===== src/rtl/raster_line_setup.sv =====
// raster_line_setup
// Producer side of the rasterizer's per-frame / per-line coefficient interface.
// The vertex stage fills a shadow bank through a serial write port and commits
// it. At the frame boundary the committed shadow bank becomes the active bank.
// On every stepped line the ten line-start accumulators (six edge functions and
// four barycentrics) advance by their per-line deltas during hblank, one
// accumulator per cycle through a single shared adder.
//
// Ports:
//   clk, rst_n                 clock, asynchronous active-low reset
//   x, y                       VGA column / line counters
//   cfg_wr, cfg_addr, cfg_data shadow bank write port (edge / y words use [19:0])
//   cfg_commit                 marks the shadow bank complete
//   cfg_ready                  high while writes / commit are accepted
//   frame_swap                 one-cycle pulse when the shadow bank becomes active
//   y_screen_v0..v3            active-bank vertex screen y
//   e*_init_t*                 edge line-start values (20-bit two's complement)
//   bar_iy .. bar2_iz          barycentric line-start values (Q2.20)
//   bar_*_dx                   active-bank per-pixel deltas
//
// Optional build macro RASTER_SETUP_OVERRUN_EN adds cfg_overrun (sticky flag)
// and overrun_cnt (saturating count of strobes dropped while cfg_ready is low).
module raster_line_setup #(
  parameter int H_ACTIVE = 640,
  parameter int V_ACTIVE = 480,
  parameter int V_TOTAL  = 525
) (
  input  logic        clk,
  input  logic        rst_n,
  input  logic [9:0]  x,
  input  logic [9:0]  y,
  input  logic        cfg_wr,
  input  logic [4:0]  cfg_addr,
  input  logic [21:0] cfg_data,
  input  logic        cfg_commit,
  output logic        cfg_ready,
  output logic        frame_swap,
  output logic [19:0] y_screen_v0,
  output logic [19:0] y_screen_v1,
  output logic [19:0] y_screen_v2,
  output logic [19:0] y_screen_v3,
  output logic [19:0] e0_init_t1,
  output logic [19:0] e1_init_t1,
  output logic [19:0] e2_init_t1,
  output logic [19:0] e0_init_t2,
  output logic [19:0] e1_init_t2,
  output logic [19:0] e2_init_t2,
  output logic [21:0] bar_iy,
  output logic [21:0] bar_iz,
  output logic [21:0] bar2_iy,
  output logic [21:0] bar2_iz,
  output logic [21:0] bar_iy_dx,
  output logic [21:0] bar_iz_dx,
  output logic [21:0] bar2_iy_dx,
  output logic [21:0] bar2_iz_dx
`ifdef RASTER_SETUP_OVERRUN_EN
  , output logic        cfg_overrun
  , output logic [7:0]  overrun_cnt
`endif
);

  localparam logic [9:0] TRIG_X     = 10'(H_ACTIVE);
  localparam logic [9:0] STEP_Y_LIM = 10'(V_ACTIVE - 1);
  localparam logic [9:0] SWAP_Y     = 10'(V_TOTAL - 1);
  localparam logic [4:0] NUM_WORDS  = 5'd28;
  localparam logic [3:0] LAST_ACC   = 4'd9;

  localparam logic [0:0] S_IDLE = 1'b0;
  localparam logic [0:0] S_STEP = 1'b1;

  logic [21:0] shadow_q [0:27];
  logic [21:0] shadow_d [0:27];
  logic [21:0] active_q [0:27];
  logic [21:0] active_d [0:27];
  logic [21:0] acc_q    [0:9];
  logic [21:0] acc_d    [0:9];
  logic        pending_q,    pending_d;
  logic        frame_swap_q, frame_swap_d;
  logic        load_q,       load_d;
  logic [0:0]  state_q,      state_d;
  logic [3:0]  cnt_q,        cnt_d;

  logic        swap_hit;
  logic        step_hit;
  logic [21:0] add_sum;

  // Accumulators 0-5 are edges (bases at 0-5), 6-9 are barycentrics (bases at 12-15).
  function automatic logic [4:0] base_addr(input logic [3:0] idx);
    if (idx < 4'd6) return {1'b0, idx};
    else            return {1'b0, idx} + 5'd6;
  endfunction

  // Edge per-line deltas sit at 6-11, barycentric per-line deltas at 16-19.
  function automatic logic [4:0] delta_addr(input logic [3:0] idx);
    if (idx < 4'd6) return {1'b0, idx} + 5'd6;
    else            return {1'b0, idx} + 5'd10;
  endfunction

  assign swap_hit = (y == SWAP_Y) && (x == TRIG_X);
  assign step_hit = (y < STEP_Y_LIM) && (x == TRIG_X);

  // The single shared adder; edges keep only their low 20 bits, so the
  // full-width sum wraps correctly for both word sizes.
  assign add_sum = acc_q[cnt_q] + active_q[delta_addr(cnt_q)];

  // Next-state logic for banks, handshake, base reload and the step sequencer.
  always_comb begin
    shadow_d     = shadow_q;
    active_d     = active_q;
    acc_d        = acc_q;
    pending_d    = pending_q;
    frame_swap_d = 1'b0;
    load_d       = 1'b0;
    state_d      = state_q;
    cnt_d        = cnt_q;

    // A write in the same cycle as the commit lands first and joins the commit.
    if (!pending_q && cfg_wr && (cfg_addr < NUM_WORDS)) begin
      shadow_d[cfg_addr] = cfg_data;
    end else begin
      shadow_d = shadow_q;
    end

    if (!pending_q && cfg_commit) begin
      pending_d = 1'b1;
    end else if (pending_q && swap_hit) begin
      active_d     = shadow_q;
      pending_d    = 1'b0;
      frame_swap_d = 1'b1;
    end else begin
      pending_d = pending_q;
    end

    // Reload happens at every frame boundary so an uncommitted frame repeats.
    if (swap_hit) begin
      load_d = 1'b1;
    end else begin
      load_d = 1'b0;
    end

    if (load_q) begin
      for (int i = 0; i < 10; i++) begin
        acc_d[i] = active_q[base_addr(4'(i))];
      end
    end else begin
      acc_d = acc_q;
    end

    case (state_q)
      S_IDLE: begin
        if (step_hit) begin
          state_d = S_STEP;
          cnt_d   = 4'd0;
        end else begin
          state_d = S_IDLE;
          cnt_d   = cnt_q;
        end
      end
      S_STEP: begin
        acc_d[cnt_q] = add_sum;
        if (cnt_q == LAST_ACC) begin
          state_d = S_IDLE;
          cnt_d   = 4'd0;
        end else begin
          state_d = S_STEP;
          cnt_d   = cnt_q + 4'd1;
        end
      end
      default: begin
        state_d = S_IDLE;
        cnt_d   = 4'd0;
      end
    endcase
  end

  // State registers.
  always_ff @(posedge clk or negedge rst_n) begin
    if (!rst_n) begin
      for (int i = 0; i < 28; i++) begin
        shadow_q[i] <= 22'd0;
        active_q[i] <= 22'd0;
      end
      for (int i = 0; i < 10; i++) begin
        acc_q[i] <= 22'd0;
      end
      pending_q    <= 1'b0;
      frame_swap_q <= 1'b0;
      load_q       <= 1'b0;
      state_q      <= S_IDLE;
      cnt_q        <= 4'd0;
    end else begin
      shadow_q     <= shadow_d;
      active_q     <= active_d;
      acc_q        <= acc_d;
      pending_q    <= pending_d;
      frame_swap_q <= frame_swap_d;
      load_q       <= load_d;
      state_q      <= state_d;
      cnt_q        <= cnt_d;
    end
  end

  assign cfg_ready   = !pending_q;
  assign frame_swap  = frame_swap_q;
  assign e0_init_t1  = acc_q[0][19:0];
  assign e1_init_t1  = acc_q[1][19:0];
  assign e2_init_t1  = acc_q[2][19:0];
  assign e0_init_t2  = acc_q[3][19:0];
  assign e1_init_t2  = acc_q[4][19:0];
  assign e2_init_t2  = acc_q[5][19:0];
  assign bar_iy      = acc_q[6];
  assign bar_iz      = acc_q[7];
  assign bar2_iy     = acc_q[8];
  assign bar2_iz     = acc_q[9];
  assign bar_iy_dx   = active_q[20];
  assign bar_iz_dx   = active_q[21];
  assign bar2_iy_dx  = active_q[22];
  assign bar2_iz_dx  = active_q[23];
  assign y_screen_v0 = active_q[24][19:0];
  assign y_screen_v1 = active_q[25][19:0];
  assign y_screen_v2 = active_q[26][19:0];
  assign y_screen_v3 = active_q[27][19:0];

`ifdef RASTER_SETUP_OVERRUN_EN
  logic       overrun_q, overrun_d;
  logic [7:0] ovr_cnt_q, ovr_cnt_d;
  logic [1:0] drop_n;
  logic [8:0] ovr_sum;

  // Write and commit strobes are counted separately when both are dropped.
  always_comb begin
    drop_n  = {1'b0, cfg_wr & pending_q} + {1'b0, cfg_commit & pending_q};
    ovr_sum = {1'b0, ovr_cnt_q} + {7'd0, drop_n};
    if (ovr_sum > 9'd255) begin
      ovr_cnt_d = 8'd255;
    end else begin
      ovr_cnt_d = ovr_sum[7:0];
    end
    if (drop_n != 2'd0) begin
      overrun_d = 1'b1;
    end else begin
      overrun_d = overrun_q;
    end
  end

  // Overrun status registers, cleared only by reset.
  always_ff @(posedge clk or negedge rst_n) begin
    if (!rst_n) begin
      overrun_q <= 1'b0;
      ovr_cnt_q <= 8'd0;
    end else begin
      overrun_q <= overrun_d;
      ovr_cnt_q <= ovr_cnt_d;
    end
  end

  assign cfg_overrun = overrun_q;
  assign overrun_cnt = ovr_cnt_q;
`endif

endmodule


===== config.mk =====
export PLATFORM = sky130hd
export DESIGN_NAME = raster_line_setup
export DESIGN_NICKNAME = d
export VERILOG_FILES = /design/src/rtl/raster_line_setup.sv
export SDC_FILE = /design/constraint.sdc
export NUM_CORES = 2
export LEC_CHECK = 0
export BUFFER_PORTS_ARGS = -buffer_cell sky130_fd_sc_hd__buf_2
export CAP_MARGIN = 20
export CORE_MARGIN = 4
export CORE_UTILIZATION = 58
export DETAILED_ROUTE_END_ITERATION = 6
export GPL_ROUTABILITY_DRIVEN = 0
export PLACE_DENSITY = 0.74
export SLEW_MARGIN = 10
export SYNTH_ARGS = -nofsm -noshare
export SYNTH_HDL_FRONTEND = slang
export SYNTH_SLANG_ARGS = --single-unit

===== constraint.sdc =====
create_clock -name clk -period 7 [get_ports clk]
set_input_delay 0.35 -clock clk [delete_from_list [all_inputs] [get_ports clk]]
set_output_delay 0.35 -clock clk [all_outputs]
set_load 0.01 [all_outputs]

==> run metrics <==
initial core utilization 0.588; Worst Path Arrival 6490 ps; Yosys Warn Count 0; layout cells sized above 1 0.482; Synth async-reset ratio 1.00; Finish-stage setup viols 0; Via Count 40190; Reg area 36500 µm²; Slew headroom 0.227; DP HPWL 129 mm; pwr/cell area 302 nW/µm²; setup_tns 0 ps; std cell rows 123; CP delay by family, top compound AO/OA/AOI/OAI gates; status completed; Max FO, Critical Path 24; vias in the first global route 40565; TritonCTS clock tree done; Hold Path Origin y[6]; core area 113000 µm²; final std cells w/o fill 6324; initial antenna violation count 19; later-pin clock latency in the skew report 780 ps; largest net degree at the start of global routing 202; P&R area growth vs syn 9.26%; cell leakage power 36.3 nW; gr usage total 0.321; peak supply drop 315 µV; PortBufs 428; unrepaired setup endpoints after global routing no; crit path cell chain a21oi_1 -> ha_1 -> o211ai_1 -> nor2b_2 -> buf_4 -> and2_1 -> a21oi_1 -> a21oi_1 -> ha_1 -> inv_1 -> fa_1 -> nor2b_1 -> o21ai_0 -> a21boi_0 -> o21bai_1 -> a21oi_1 -> o21ai_0 -> a211oi_2 -> nor2_1 -> a21oi_1; CP endpoint kind register; Starting DRT DRC Count 3940; max incr delay on CP 790 ps; syn_nets 4807; HP Class in2reg; slowest CP cell a211oi_2; mapped cell area 66500 µm²; Seq/Total Area, Yosys 0.549; Final Hold Vio Count 0; Sink Count 1460; clk_skew 35.0 ps; DRC 0; First-pass DRT Iterations 5; Clock transition at path regs 60 ps; WP buf/inv 2; Slew Viols, Final 0; Root Driver clkbuf_16; CTS Buffer Depth 3; IO Count 429; Final Util 0.642; Worst Tran Pin Value 1160 ps; syn_area_per_cell 14.1 µm²; Synth Instances 4731; Synth cell types 64; grt ovf 0; final WL 193 mm; Top FF cell, synth dfrtp_1; Post-CTS Setup Inserts 0; number of flops mapped to enable cells by yosys 0; Fmax 0.172 GHz; Worst R2R Start cnt_q[1]$_DFFE_PN0P_; CP Launch Type register; Inst Count DP 6035; Most common cell on crit path a21oi_1; Num CTS Buffers 151; full die area 120000 µm²; Nets 4769; period utilization 0.830; die height 347 µm; Max-Cap Viols 0; Tmin final 5810 ps; CP Data Required Time 7690 ps; number of fill cells 8303; post-route ant nets 0; Multi-input gate area 26000 µm²; die width 347 µm; Crit. Startpoint cnt_q[1]$_DFFE_PN0P_; Avg WL per Cell 30.6 µm; DR vias/cell 6.36; #FFs+latches synth 1460; Max H-tree Level 4; first-pass GRT wire length 285 mm; Crit Path Class reg2reg
## cell usage after synthesis, drive strengths merged (8+ instances only)
cell type | instances | area, µm²
a211oi | 37 | 283
a21o | 11 | 82.6
a21oi | 192 | 980
a22oi | 21 | 158
buf | 482 | 3290
clkbuf | 233 | 875
dfrtp | 1460 | 36500
ha | 23 | 288
inv | 8 | 30.0
mux2 | 1282 | 14400
mux2i | 168 | 1680
mux4 | 217 | 4890
nand2 | 180 | 676
nor2 | 130 | 490
nor2b | 46 | 295
nor3 | 10 | 55.1
o21ai | 140 | 723
xnor2 | 8 | 88.8
xor2 | 12 | 113
## cell usage in the layout (no fill, tap or decap), types with 5 or more instances in the layout
master / n
nor2b_1: 42
buf_4: 73
and3_1: 6
mux4_2: 217
bufinv_16: 9
xor2_1: 9
buf_12: 18
nor2_2: 9
mux2_2: 1282
clkbuf_1: 35
dfrtp_1: 1457
a22oi_1: 21
nand2_1: 172
inv_1: 7
a21oi_2: 5
o21ai_0: 132
nor3_2: 5
nor2_1: 117
ha_1: 23
mux2i_1: 168
nand3_1: 6
buf_2: 427
a211oi_1: 36
o21ai_2: 6
a21o_1: 11
diode_2: 7
nand2_2: 8
a21oi_1: 187
clkinv_2: 22
clkbuf_16: 157
a31oi_1: 7
dlygate4sd3_1: 5
clkbuf_8: 40
nand3b_1: 5
## sequential cells by signal, indices dropped and copies added (netlist names), 22 cells and up
name        cells
bar_iy         22
bar2_iz_dx     22
bar2_iy        22
bar2_iz        22
bar_iz_dx      22
bar_iy_dx      22
active_q      448
bar_iz         22
shadow_q      616
bar2_iy_dx     22
## timing repair
action / 4_1_cts / 5_1_grt
hold buffers: 5 / 0
resized for setup: 0 / 0
endpoints found under the hold margin: 147 / 0
endpoints found under the setup margin: 0 / 0
## cell type report
class / count / area share
tap: 1500 / 0.0258
clock buffer: 232 / 0.0634
inverter: 8 / 0.000413
multi-input combinational: 2548 / 0.357
timing repair buffer: 524 / 0.0427
clock inverter: 45 / 0.00728
antenna: 7 / 0.000241
sequential: 1460 / 0.503
## report_power, final
part	internal (mW)	leakage (nW)	switching, mW
registers	8.61	20.3	0.323
clock network	4.88	2.54	3.38
logic	1.52	13.4	3.25
## layer usage
layer	wire, µm	track usage
met5	81	0
met4	8470	0.126
met3	20000	0.0975
met2	86300	0.476
met1	78500	0.449
## kinds of logic after synthesis
| family | share of synthesized area |
|---|---|
| flip-flops | 0.549 |
| multiplexers | 0.316 |
| AO/OA/AOI/OAI | 0.0371 |
| XOR/XNOR | 0.00303 |
| buffers and inverters | 0.0630 |
| AND/OR/NAND/NOR | 0.0268 |
| adder cells (fa/ha/maj) | 0.00493 |
## per-stage QoR
stage,cell area [µm²],setup slack (ps),power [mW],hold WS (ps)
after floorplan,66500,838,11.8,54.4
after global placement,67500,1440,13.7,479
after detailed placement,67500,1350,13.7,484
after CTS,72700,1320,22.0,144
after global routing,72700,770,22.6,186
final,72700,1190,21.9,196
## path summary, 6_finish.rpt
check	to	slack (ps)	cells after the start
worst min-delay path	state_q$_DFF_PN0_	200	4
worst max-delay path	bar2_iz[20]$_DFF_PN0_	1190	20
worst max register to register	bar2_iz[20]$_DFF_PN0_	1190	20
min in group asynchronous	shadow_q[561]$_DFFE_PN0P_	260	2
max in group asynchronous	load_q$_DFF_PN0_	5080	4
worst min register to register	active_q[509]$_DFFE_PN0P_	490	1
## worst min-delay path, delay by kind of cell
family | cells | cell delay, ps
AO/OA/AOI/OAI | 3 | 460
buffers and inverters | 1 | 100
Note: power is estimated with default switching activity, not from simulation.
